`src/rtl/traffic_pkg.sv`:
```
// Shared phase encodings and next-way selection for the traffic_ctrl slice.
package traffic_pkg;

   localparam logic [1:0] PH_GREEN  = 2'd0;
   localparam logic [1:0] PH_YELLOW = 2'd1;
   localparam logic [1:0] PH_ALLRED = 2'd2;
   localparam logic [1:0] PH_EMERG  = 2'd3;

   localparam int unsigned MAX_WAYS = 16;

   // First requesting way after cur in cyclic order; plain round-robin when nothing requests.
   // cur is only re-selected when it is the sole requester (reached at k == n).
   function automatic logic [3:0] next_way_sel(input logic [3:0]          cur,
                                                input logic [MAX_WAYS-1:0] dem,
                                                input int unsigned         n);
      logic [3:0]  sel;
      logic        found;
      int unsigned idx;
      sel   = (cur == 4'(n - 1)) ? '0 : cur + 4'd1;
      found = 1'b0;
      for (int unsigned k = 1; k <= MAX_WAYS; k++) begin
         idx = 32'(cur) + k;
         if (idx >= n) idx = idx - n;
         if (!found && (k <= n) && dem[idx[3:0]]) begin
            sel   = idx[3:0];
            found = 1'b1;
         end
      end
      return sel;
   endfunction

endpackage

```
`src/rtl/traffic_ctrl_if.sv`:
```
// Control inputs and lamp outputs of traffic_ctrl, bundled for the intersection top level.
interface traffic_ctrl_if #(parameter int unsigned N_WAYS = 4);

   localparam int unsigned AW = $clog2(N_WAYS);

   logic              tick;
   logic              emerg;
   logic [N_WAYS-1:0] demand;
   logic [N_WAYS-1:0] green;
   logic [N_WAYS-1:0] yellow;
   logic [N_WAYS-1:0] red;
   logic [AW-1:0]     active_way;
   logic [1:0]        phase;

   modport master (output tick, emerg, demand,
                   input  green, yellow, red, active_way, phase);

   modport slave  (input  tick, emerg, demand,
                   output green, yellow, red, active_way, phase);

endinterface

```
`src/rtl/traffic_phase_timer.sv`:
```
// Loadable down-counter timing each light phase; advances only on tick.
module traffic_phase_timer #(
   parameter int unsigned CNT_W   = 8,
   parameter int unsigned RST_VAL = 0
) (
   input  logic             clk,
   input  logic             rst,
   input  logic             tick,
   input  logic             load,
   input  logic [CNT_W-1:0] load_val,
   output logic             done
);

   logic [CNT_W-1:0] tmr;

   always_ff @(posedge clk) begin
      if (rst)
         tmr <= CNT_W'(RST_VAL);
      else if (load)
         tmr <= load_val;
      else if (tick && (tmr != '0))
         tmr <= tmr - 1'b1;
   end

   assign done = tick && (tmr == '0);

endmodule

```
`src/rtl/traffic_ctrl.sv`:
```
// N-way traffic-light controller with emergency all-red override.
// Define TRAFFIC_DEMAND_SKIP_EN to pick the next green way from the demand flags.
module traffic_ctrl
   import traffic_pkg::*;
#(
   parameter int unsigned N_WAYS     = 4,
   parameter int unsigned GREEN_CYC  = 7,
   parameter int unsigned YELLOW_CYC = 1,
   parameter int unsigned ALLRED_CYC = 1,
   parameter int unsigned CNT_W      = 8
) (
   input  logic           clk,
   input  logic           rst,
   traffic_ctrl_if.slave  bus
);

   localparam int unsigned      AW   = $clog2(N_WAYS);
   localparam logic [CNT_W-1:0] G_LD = CNT_W'(GREEN_CYC - 1);
   localparam logic [CNT_W-1:0] Y_LD = CNT_W'(YELLOW_CYC - 1);
   localparam logic [CNT_W-1:0] A_LD = CNT_W'(ALLRED_CYC - 1);

   logic [1:0]          state, state_nxt;
   logic [AW-1:0]       way, way_nxt, way_sel;
   logic                load, done;
   logic [CNT_W-1:0]    load_val;
   logic [MAX_WAYS-1:0] dem;
   logic [N_WAYS-1:0]   green_nxt, yellow_nxt;

`ifdef TRAFFIC_DEMAND_SKIP_EN
   assign dem = MAX_WAYS'(bus.demand);
`else
   assign dem = '0;
`endif

   assign way_sel = AW'(next_way_sel(4'(way), dem, N_WAYS));

   traffic_phase_timer #(
      .CNT_W   (CNT_W),
      .RST_VAL (GREEN_CYC - 1)
   ) u_timer (
      .clk      (clk),
      .rst      (rst),
      .tick     (bus.tick),
      .load     (load),
      .load_val (load_val),
      .done     (done)
   );

   // emerg is checked before timer expiry so it wins in every state.
   always_comb begin
      state_nxt = state;
      way_nxt   = way;
      load      = 1'b0;
      load_val  = '0;
      case (state)
         PH_GREEN: begin
            if (bus.emerg || done) begin
               state_nxt = PH_YELLOW;
               load      = 1'b1;
               load_val  = Y_LD;
            end
         end
         PH_YELLOW: begin
            if (done) begin
               state_nxt = bus.emerg ? PH_EMERG : PH_ALLRED;
               load      = 1'b1;
               load_val  = A_LD;
            end
         end
         PH_ALLRED: begin
            if (bus.emerg) begin
               state_nxt = PH_EMERG;
            end else if (done) begin
               state_nxt = PH_GREEN;
               way_nxt   = way_sel;
               load      = 1'b1;
               load_val  = G_LD;
            end
         end
         default: begin
            if (!bus.emerg && bus.tick) begin
               state_nxt = PH_ALLRED;
               load      = 1'b1;
               load_val  = A_LD;
            end
         end
      endcase
   end

   // Lamps are decoded from the next state so they register in step with it.
   always_comb begin
      green_nxt  = '0;
      yellow_nxt = '0;
      if (state_nxt == PH_GREEN)
         green_nxt = N_WAYS'(1) << way_nxt;
      else if (state_nxt == PH_YELLOW)
         yellow_nxt = N_WAYS'(1) << way_nxt;
   end

   always_ff @(posedge clk) begin
      if (rst) begin
         state      <= PH_GREEN;
         way        <= '0;
         bus.green  <= N_WAYS'(1);
         bus.yellow <= '0;
         bus.red    <= ~N_WAYS'(1);
      end else begin
         state      <= state_nxt;
         way        <= way_nxt;
         bus.green  <= green_nxt;
         bus.yellow <= yellow_nxt;
         bus.red    <= ~(green_nxt | yellow_nxt);
      end
   end

   assign bus.phase      = state;
   assign bus.active_way = way;

endmodule

```
`src/flat_wrapper.sv`:
```
// flat-port wrapper written by rule: the top's interface ports become plain ports
module traffic_ctrl_flat import traffic_pkg::*;
#(
   parameter int unsigned N_WAYS     = 4,
   parameter int unsigned GREEN_CYC  = 7,
   parameter int unsigned YELLOW_CYC = 1,
   parameter int unsigned ALLRED_CYC = 1,
   parameter int unsigned CNT_W      = 8
)
  (clk, rst, bus_tick, bus_emerg, bus_demand, bus_green, bus_yellow, bus_red, bus_active_way, bus_phase);
  traffic_ctrl_if #(.N_WAYS(N_WAYS)) bus_i ();
  input  logic clk;
  input  logic rst;
  input wire logic [$bits(bus_i.tick)-1:0] bus_tick;
  input wire logic [$bits(bus_i.emerg)-1:0] bus_emerg;
  input wire logic [$bits(bus_i.demand)-1:0] bus_demand;
  output wire logic [$bits(bus_i.green)-1:0] bus_green;
  output wire logic [$bits(bus_i.yellow)-1:0] bus_yellow;
  output wire logic [$bits(bus_i.red)-1:0] bus_red;
  output wire logic [$bits(bus_i.active_way)-1:0] bus_active_way;
  output wire logic [$bits(bus_i.phase)-1:0] bus_phase;
  assign bus_i.tick = bus_tick;
  assign bus_i.emerg = bus_emerg;
  assign bus_i.demand = bus_demand;
  assign bus_green = bus_i.green;
  assign bus_yellow = bus_i.yellow;
  assign bus_red = bus_i.red;
  assign bus_active_way = bus_i.active_way;
  assign bus_phase = bus_i.phase;
  traffic_ctrl #(.N_WAYS(N_WAYS), .GREEN_CYC(GREEN_CYC), .YELLOW_CYC(YELLOW_CYC), .ALLRED_CYC(ALLRED_CYC), .CNT_W(CNT_W)) u_core (.clk(clk), .rst(rst), .bus(bus_i));
endmodule
```
`config.mk`:
```
export PLATFORM = sky130hd
export DESIGN_NAME = traffic_ctrl_flat
export DESIGN_NICKNAME = d
export VERILOG_FILES = /design/src/rtl/traffic_pkg.sv /design/src/rtl/traffic_ctrl_if.sv /design/src/rtl/traffic_phase_timer.sv /design/src/rtl/traffic_ctrl.sv /design/src/flat_wrapper.sv
export SDC_FILE = /design/constraint.sdc
export NUM_CORES = 1
export LEC_CHECK = 0
export ABC_AREA = 1
export BUFFER_PORTS_ARGS = -buffer_cell sky130_fd_sc_hd__buf_2
export CORE_MARGIN = 1.5
export CORE_UTILIZATION = 47
export DETAILED_ROUTE_END_ITERATION = 10
export PLACE_DENSITY = 0.73
export SYNTH_ARGS = -nofsm -noshare
export SYNTH_HDL_FRONTEND = slang
export SYNTH_SLANG_ARGS = --single-unit
export TNS_END_PERCENT = 100
```
`constraint.sdc`:
```
create_clock -name clk -period 1.4 [get_ports clk]
set_input_delay 0.14 -clock clk [delete_from_list [all_inputs] [get_ports clk]]
set_output_delay 0.14 -clock clk [all_outputs]
set_load 0.01 [all_outputs]
```
==> results of run 1 <==
cells in the mapped netlist:
| cell type | count |
|---|---|
| dfxtp_1 | 24 |
| nand2_1 | 22 |
| nor2_1 | 18 |
| inv_1 | 16 |
| nand3_1 | 11 |
| nor2_2 | 5 |
| a21oi_1 | 4 |
| nand2_2 | 4 |
| nor3_2 | 4 |
| xor2_1 | 4 |
| ha_1 | 3 |
| nand2_4 | 3 |
| nand3_2 | 3 |
| nor3_1 | 3 |
| inv_2 | 2 |
| nor2_4 | 2 |
| o21ai_1 | 2 |
| xnor2_1 | 2 |
| a31oi_2 | 1 |
| buf_2 | 1 |
| buf_6 | 1 |
| inv_4 | 1 |
| nand3_4 | 1 |
| nand3b_1 | 1 |
| nor2_8 | 1 |
| o21ai_2 | 1 |
layer usage:
layer | routed length, um | GRT usage
met1 | 1160 | 0.263
met2 | 1260 | 0.373
met3 | 71 | 0.0257
met4 | 55 | 0.0983
met5 | 0 | 0
area by class of cell:
| class | instances | area share |
|---|---|---|
| flip-flops and latches | 24 | 0.303 |
| repair buffers | 45 | 0.182 |
| clock buffers | 3 | 0.0141 |
| multi-input cells | 96 | 0.414 |
| inverters | 19 | 0.0462 |
| clock inverters | 1 | 0.0188 |
| well taps | 28 | 0.0219 |
sequential cells by signal, summed over array words and instances (netlist names):
register               cells
u_core.u_timer.tmr         8
u_core.bus.green           4
u_core.bus.red             4
u_core.bus.yellow          4
u_core.bus.active_way      2
u_core.bus.phase           2
report_power, final:
group	total (mW)	internal, mW	switching [mW]
Clock	0.504	0.289	0.215
Combinational	0.352	0.156	0.196
Sequential	0.732	0.712	0.0206
Total	1.59	1.16	0.432
kinds of logic after synthesis:
logic type | Yosys count | synth area share
buffers and inverters | 21 | 0.0777
AO/OA/AOI/OAI | 8 | 0.0442
flip-flops | 24 | 0.414
XOR/XNOR | 6 | 0.0453
AND/OR/NAND/NOR | 78 | 0.386
adder cells (fa/ha/maj) | 3 | 0.0324
repair_timing:
action,CTS,global route
cloned,1,0
buffers inserted,3,2
setup endpoints to repair,24,24
pin swaps,5,1
resized for setup,6,7
hold buffers,0,0
worst max-delay path by stage:
stage / startpoint / to / slack, ns
after global routing: u_core.u_timer.tmr[0] / u_core.u_timer.tmr[5] / -0.29
after CTS: u_core.u_timer.tmr[1] / u_core.bus.green[1] / -0.16
after detailed placement: u_core.u_timer.tmr[1] / u_core.u_timer.tmr[1] / -0.19
after floorplan: u_core.u_timer.tmr[1] / u_core.u_timer.tmr[3] / -0.06
after global placement: u_core.u_timer.tmr[1] / u_core.bus.green[1] / -0.13
final: u_core.u_timer.tmr[0] / u_core.u_timer.tmr[1] / -0.17
worst register-to-register path, stage by stage (launching register included):
cell,delay (ns)
dfxtp_2,0.37
inv_2,0.06
ha_4,0.15
nand2_2,0.08
nor2_4,0.05
nand3_1,0.10
nand2_1,0.06
nor2_1,0.14
nand2_2,0.11
nand2_2,0.14
nand3_1,0.09
nand2_1,0.09
nand2_1,0.05
per-stage QoR:
stage | std cells | setup TNS [ns] | hold WS, ns
2_1_floorplan | 140 | -0.572 | 0.297
3_3_place_gp | 206 | -1.98 | 0.465
3_5_place_dp | 206 | -2.76 | 0.470
4_1_cts | 214 | -2.62 | 0.127
5_1_grt | 216 | -5.03 | 0.133
6_report | 216 | -2.54 | 0.140
==> metrics.csv, run 1 <==
metric,value,unit
cts_root_buf,clkbuf_4,
most-common-layout-cells,"26 x buf_4, 21 x dfxtp_1, 19 x buf_2",
fin_util,0.701,
grtUsageTotal,0.215,
crit_type,reg -> reg,
path_depth,12,
fp.dieW,52.7,um
area_delta_synth_final,37.6,%
ys_seq_area_frac,0.414,
finalInstanceArea,1600,um2
vias,1056,
dieArea,2770,um2
start_kind,flop,
worstHoldStart,rst,
skew,0.00603,ns
r2r_cells,12,
min_delay_worst_endpoint,u_core.bus.phase[1],
wl_per_cell,11.8,um
max_freq,636,MHz
drcViolationCount,0,
cts.clk_slew.worst_paths,0.14,ns
htree_levels,1,
ir_drop,0.000819,V
syn-cell-area,1160,um2
r2r_end,u_core.u_timer.tmr[1],
rrSetupSlack,-0.17,ns
avgSynthCellArea,8.28,um2
ant_nets,0,
io_pins,24,
hold_depth,2,
synth.net_count,151,
vias_per_cell,4.89,
grt_pass1_wl,4420,um
gr-total-overflow,0,
register_area,484,um2
layout.nets,200,
p_leak,0.810,nW
power.total,1.59,mW
dp_slack,-0.186,ns
filler_cell_count,170,
end_kind,flop,
tightest_slew,0.427,ns
required,1.63,ns
violations,setup timing,
grt_max_degree,15,
ys_types,26,
outcome,"finished, violations left",
synthTopCellsByArea,"dfxtp_1 41%, nand2_1 7.1%, nor2_1 5.8%",
drt-pass1-iter-count,4,
slew_viol_final,0,
timing.final.crit_share,1.12,
slowest_delay,0.37,ns
rsz0062_at_grt,true,
ys_ff_latch,24,
clock_latency,0.32,ns
port_buffers,19,
start_util,0.510,
crit_path_max_fanout,6,
finalWirelength,2550,um
power.density,995,nW/um2
yosysWarnings,0,
layout-drive-gt1-share,0.511,
cts_tree,built,
relSlewSlack,0.714,
core-area,2280,um2
setup_slack,-0.172,ns
cap_violations,0,
critPathTopFamily,simple AND/OR/NAND/NOR gates,
finalSetupViolations,23,
cts.sinks,24,
dp_hpwl,1770,um
diodes,0,
routabilityCongestion,0.793,
reg2reg_from,u_core.u_timer.tmr[0],
final_common_cell,buf_4,
critPathArrivalTime,1.80,ns
multiInputGateArea,661,um2
path_buf_inv,1,
slowest_stage,dfxtp_2,
antenna_found_initial,0,
worstHoldPathType,in -> reg,
hold_viol_final,0,
synth_top_area_cell,dfxtp_1,
grt_pass1_vias,1045,
first_iter_violations,27,
synthCells,140,
fin_crit,1.57,ns
clk_path_buf_depth,2,
post-synth-top-area-fraction,0.414,
num_rows,17,
die_y,52.7,um
placed_cell_area,1460,um2
numCtsBuffers,3,
path_cells,"inv_2, ha_4, nand2_2, nor2_4, nand3_1, nand2_1, nor2_1, nand2_2, nand2_2, nand3_1, nand2_1, nand2_1",
Power figures use the tool's default switching activity.
==> run 2: changes to the inputs <==
- CORE_ASPECT_RATIO: default -> 0.6
==> run 2 against run 1 <==
Effect of this change: the flow still finishes with violations (setup timing); critical path depth up 1; first-iteration DRC count rose to 5.4 times the previous value; hold slack better by 0.090 ns; sequential share of layout area down 1.4 points; combinational power up 6.0%; global-route usage up 4.5 points; register-to-register slack worse by 0.16 ns; flip-flop and latch count unchanged; critical endpoint is now u_core.bus.green[0]; highest routed layer unchanged.
==> metrics.csv, run 2 (synthesis gave the netlist of run 1 again) <==
metric,value,unit,change
violations,setup timing,,
fin_crit,1.73,ns,+0.163 ns
final_common_cell,buf_4,,
critPathArrivalTime,1.91,ns,+0.11 ns
dieArea,2780,um2,+0.36%
start_kind,flop,,
finalInstanceArea,1680,um2,+5.4%
rsz0062_at_grt,true,,
layout.nets,202,,+1.0%
p_leak,0.830,nW,+2.5%
endpoint,u_core.bus.green[0],,
crit_type,reg -> reg,,
power.total,1.53,mW,-3.9%
largest-register,u_core.u_timer.tmr,,
wl_per_cell,16.3,um,+38%
die_y,41.5,um,-21%
r2r_cells,13,,+1
reg2reg_from,u_core.u_timer.tmr[1],,
layout-drive-gt1-share,0.513,,+0.00259
finalWirelength,3570,um,+40%
largest_reg_flops,8,,unchanged
path_depth,13,,+1
end_kind,flop,,
grt_max_degree,13,,-2
vias_per_cell,5.34,,+9.3%
port_buffers,19,,unchanged
skew,0.00278,ns,-0.00325 ns
path_cells,"inv_2, ha_4, nand2_4, nor2_4, nand2_4, nor2_8, buf_12, o21ai_4, buf_12, nand3_4, nand2_2, inv_2, nor2_2",,
crit_path_max_fanout,5,,-1
core-area,2240,um2,-1.4%
placed_cell_area,1470,um2,+0.69%
path_buf_inv,4,,+3
cap_violations,0,,unchanged
first_iter_violations,145,,+440%
timing.final.crit_share,1.24,,+0.116
area_delta_synth_final,45.1,%,
io_pins,24,,unchanged
slew_viol_final,0,,unchanged
dp_hpwl,2230,um,+26%
htree_levels,1,,unchanged
tightest_slew,0.369,ns,-0.0576 ns
drcViolationCount,0,,unchanged
r2r_end,u_core.bus.green[0],,
cts_tree,built,,
num_rows,13,,-4
antenna_found_initial,0,,unchanged
clk_path_buf_depth,2,,unchanged
required,1.57,ns,-0.06 ns
finalSetupViolations,24,,+4.3%
slowest_stage,dfxtp_2,,
relSlewSlack,0.754,,+0.0392
ant_nets,0,,unchanged
filler_cell_count,134,,-21%
fp.dieW,67.1,um,+27%
ir_drop,0.000749,V,-8.6%
slowest_delay,0.33,ns,-0.04 ns
setup_slack,-0.335,ns,-0.163 ns
grt_pass1_vias,1090,,+4.3%
grtUsageTotal,0.261,,+0.0452
startpoint,u_core.u_timer.tmr[1],,
grt_pass1_wl,5380,um,+22%
max_freq,576,MHz,-9.4%
worstHoldPathType,in -> reg,,
gr-total-overflow,0,,unchanged
hold_depth,2,,unchanged
start_util,0.517,,+0.00710
routabilityCongestion,0.823,,+3.8%
outcome,"finished, violations left",,
cts.clk_slew.worst_paths,0.08,ns,-0.06 ns
cts_root_buf,clkbuf_8,,
hold_viol_final,0,,unchanged
drt-pass1-iter-count,4,,unchanged
vias,1170,,+11%
critPathTopFamily,simple AND/OR/NAND/NOR gates,,
most-common-layout-cells,"25 x buf_4, 20 x nand2_1, 19 x buf_2, 19 x dfxtp_1, 15 x nor2_1",,
cts.sinks,24,,unchanged
rrSetupSlack,-0.33,ns,-0.16 ns
clock_latency,0.27,ns,-0.05 ns
diodes,0,,unchanged
numCtsBuffers,3,,unchanged
power.density,907,nW/um2,-8.8%
==> run 2: timing repair <==
action / in CTS / in global routing
endpoints found under the setup margin: 24 / 24
gates cloned: 1 / 0
hold buffers: 0 / 0
setup buffers: 4 / 2
pin swaps: 8 / 7
resized for setup: 12 / 11
==> run 2: cell type report <==
class	count	area, um2	area share
flip-flops and latches	24	487	0.289
inverters	19	76.3	0.0454
multi-input cells	96	707	0.420
well taps	30	37.5	0.0223
clock buffers	3	41.3	0.0245
repair buffers	47	334	0.199
==> run 2: worst reg2reg max path, cell delays in order, from the launching register on <==
cell	delay (ns)
dfxtp_2	0.33
inv_2	0.08
ha_4	0.14
nand2_4	0.06
nor2_4	0.14
nand2_4	0.10
nor2_8	0.20
buf_12	0.13
o21ai_4	0.08
buf_12	0.15
nand3_4	0.06
nand2_2	0.06
inv_2	0.08
nor2_2	0.03
==> run 2: routing by layer <==
layer | vias up | track usage | routed length (um) | share of wire
met2 | 61 | 0.414 | 1630 | 0.46
met3 | 21 | 0.0569 | 224 | 0.063
met5 | - | 0 | 0 | 0
li1 | 542 | - | - | -
met1 | 546 | 0.367 | 1580 | 0.44
met4 | 0 | 0.0490 | 131 | 0.037
==> run 2: worst min-delay path by stage <==
stage | endpoint | slack (ns) | start
2_1_floorplan | u_core.bus.red[2] | 0.30 | rst
3_3_place_gp | u_core.bus.phase[1] | 0.47 | rst
3_5_place_dp | u_core.bus.active_way[0] | 0.47 | rst
4_1_cts | u_core.bus.phase[1] | 0.20 | rst
5_1_grt | u_core.bus.active_way[0] | 0.24 | rst
6_report | u_core.bus.active_way[1] | 0.23 | rst
==> run 2: through the flow <==
stage	util	hold slack (ns)	instances	setup slack [ns]	setup TNS, ns
6_report	0.750	0.231	219	-0.335	-5.59
4_1_cts	0.716	0.204	217	-0.220	-3.47
3_3_place_gp	0.653	0.471	209	-0.135	-1.90
3_5_place_dp	0.653	0.472	209	-0.230	-3.61
5_1_grt	0.750	0.236	219	-0.392	-7.06
2_1_floorplan	-	0.297	140	-0.0554	-0.572
==> run 2: power breakdown <==
group	internal (mW)	switching [mW]	total [mW]
clock	0.193	0.225	0.418
combinational	0.159	0.214	0.373
sequential	0.712	0.0237	0.736
total	1.06	0.463	1.53
==> run 3: changes to the inputs <==
- CORE_UTILIZATION: 47 -> 35
- PLACE_DENSITY: 0.73 -> default
==> run 3 against run 2 <==
Effect of this change: utilization down 16 points; register-to-register slack better by 0.16 ns; final area up 5.1%; wire length down 15%; combinational power up 10%; highest routed layer unchanged; non-clock buffer count unchanged; the flow still finishes with violations (setup timing); global-route usage down 9.4 points.
==> metrics.csv, run 3 (synthesis gave the netlist of run 1 again) <==
metric,value,unit,change
slew_viol_final,0,,unchanged
layout.nets,202,,unchanged
largest_reg_flops,8,,unchanged
multiInputGateArea,781,um2,+10%
register_area,485,um2,-0.26%
dieArea,3680,um2,+32%
critPathArrivalTime,1.74,ns,-0.17 ns
layout-drive-gt1-share,0.600,,+0.0868
dp_hpwl,1960,um,-12%
violations,setup timing,,
clock_latency,0.27,ns,about the same
cts.sinks,24,,unchanged
placed_cells,221,,+5.7%
finalSetupViolations,23,,-4.2%
combPwrFrac,0.254,,+0.010
ir_drop,0.000407,V,-46%
p_sw,0.483,mW,+4.3%
min_delay_worst_endpoint,u_core.bus.phase[1],,
num_rows,15,,+2
ctsHoldBuffers,0,,unchanged
die_y,47.6,um,+15%
hold_depth,2,,unchanged
outcome,"finished, violations left",,
start_util,0.386,,-0.130
top_usage_layer,met2,,
fin_util,0.589,,-0.161
gr-total-overflow,0,,unchanged
reg2reg_from,u_core.u_timer.tmr[1],,
end_kind,flop,,
cts_root_buf,clkbuf_8,,
first_iter_violations,99,,-32%
filler_cell_count,247,,+84%
finalWirelength,3040,um,-15%
ant_nets,0,,unchanged
setup_slack,-0.171,ns,+0.164 ns
crit_path_max_fanout,6,,+1
p_seq_frac,0.450,,-0.032
r2r_end,u_core.u_timer.tmr[2],,
htree_levels,1,,unchanged
cts_tree,built,,
use_met1,0.235,,-0.132
vias_per_cell,4.72,,-12%
wl_per_cell,13.1,um,-19%
placed_cell_area,1480,um2,+1.0%
drcViolationCount,0,,unchanged
skew,0.00528,ns,+0.00250 ns
clk_path_buf_depth,2,,unchanged
grt_pass1_wl,4530,um,-16%
grtUsageTotal,0.167,,-0.0935
start_kind,flop,,
cts.clk_slew.worst_paths,0.09,ns,about the same
largest-register,u_core.u_timer.tmr,,
diodes,0,,unchanged
core-area,3000,um2,+34%
routabilityCongestion,0.823,,about the same
r2r_cells,12,,-1
required,1.57,ns,about the same
port_buffers,19,,unchanged
worstHoldStart,rst,,
antenna_found_initial,0,,unchanged
p_int,1.14,mW,+7.3%
area_delta_synth_final,52.4,%,
tightest_slew,0.297,ns,-0.0725 ns
max_freq,637,MHz,+10%
gr-usage-met2,0.253,,-0.161
p_leak,0.853,nW,+2.7%
final_common_cell,buf_4,,
rsz0062_at_grt,true,,
power.total,1.63,mW,+6.4%
swShare,0.297,,-0.00601
fp.dieW,77.3,um,+15%
clockPowerShare,0.296,,+0.022
fin_cells,232,,+5.9%
io_pins,24,,unchanged
power.density,919,nW/um2,+1.3%
vias,1095,,-6.4%
finalInstanceArea,1770,um2,+5.1%
worstHoldPathType,in -> reg,,
relSlewSlack,0.802,,+0.0486
fin_crit,1.57,ns,-0.164 ns
cap_violations,0,,unchanged
whs,0.220,ns,-0.0104 ns
crit_type,reg -> reg,,
met3_usage,0.0457,,-0.0112
hold_viol_final,0,,unchanged
drt-pass1-iter-count,5,,+1
timing.final.crit_share,1.12,,-0.117
grt_max_degree,14,,+1
most-common-layout-cells,"24 x buf_4, 20 x dfxtp_1, 19 x buf_2",,
rrSetupSlack,-0.17,ns,+0.16 ns
numCtsBuffers,3,,unchanged
grt_pass1_vias,947,,-13%
[run 3: cell types whose count changed in the layout (fill, tap and decap cells not counted), sizes merged]
cell | previous run | this run
clkbuf | 3 | 4
[run 3: how the worst max path moves through the flow]
stage                     slack, ns  cells after the start                    end                  start
after floorplan               -0.06                     12  u_core.u_timer.tmr[3]  u_core.u_timer.tmr[1]
after global placement        -0.15                     11    u_core.bus.green[3]  u_core.u_timer.tmr[1]
after detailed placement      -0.20                     11    u_core.bus.green[3]  u_core.u_timer.tmr[1]
after CTS                     -0.15                     11    u_core.bus.green[3]  u_core.u_timer.tmr[1]
after global routing          -0.27                     10    u_core.bus.green[1]  u_core.u_timer.tmr[2]
final                         -0.17                     12  u_core.u_timer.tmr[2]  u_core.u_timer.tmr[1]
[run 3: critical path, stage by stage (launching register included)]
cell      delay [ns]
dfxtp_2         0.35
inv_2           0.05
ha_4            0.15
nand2_4         0.07
nor2_4          0.04
nand3_1         0.11
nand2_1         0.09
nor2_2          0.17
nand2_4         0.10
nand2_4         0.12
nand3b_1        0.09
nand2_1         0.07
nand2_1         0.05
[run 3: cell type report]
| type | count | share of cell area |
|---|---|---|
| tap | 42 | 0.0297 |
| clock buffer | 4 | 0.0311 |
| multi-input combinational | 96 | 0.442 |
| timing repair buffer | 47 | 0.181 |
| sequential | 24 | 0.275 |
| inverter | 19 | 0.0418 |
[run 3: stage by stage]
step,setup TNS (ns),setup WS [ns]
finish,-2.56,-0.171
global route,-4.37,-0.273
CTS,-2.46,-0.154
detailed placement,-3.17,-0.195
global placement,-2.36,-0.153
floorplan,-0.572,-0.0554
[run 3: routing by layer]
layer,vias up,wire [um]
met4,0,24
met5,-,0
li1,540,-
met2,30,1320
met3,6,172
met1,519,1530
[run 3: repair_timing]
action                                  in CTS  in global routing
endpoints found under the setup margin      23                 23
cloned                                       1                  0
gates resized for setup                     18                 26
pin swaps                                   10                 13
setup buffers                                6                  0
[run 3: power by group through the flow]
stage / Clock, mW / Sequential [mW] / Combinational [mW]
floorplan: 0 / 0.753 / 0.194
global placement: 0 / 0.743 / 0.312
detailed placement: 0 / 0.744 / 0.314
CTS: 0.486 / 0.729 / 0.358
global route: 0.531 / 0.734 / 0.443
finish: 0.481 / 0.732 / 0.412
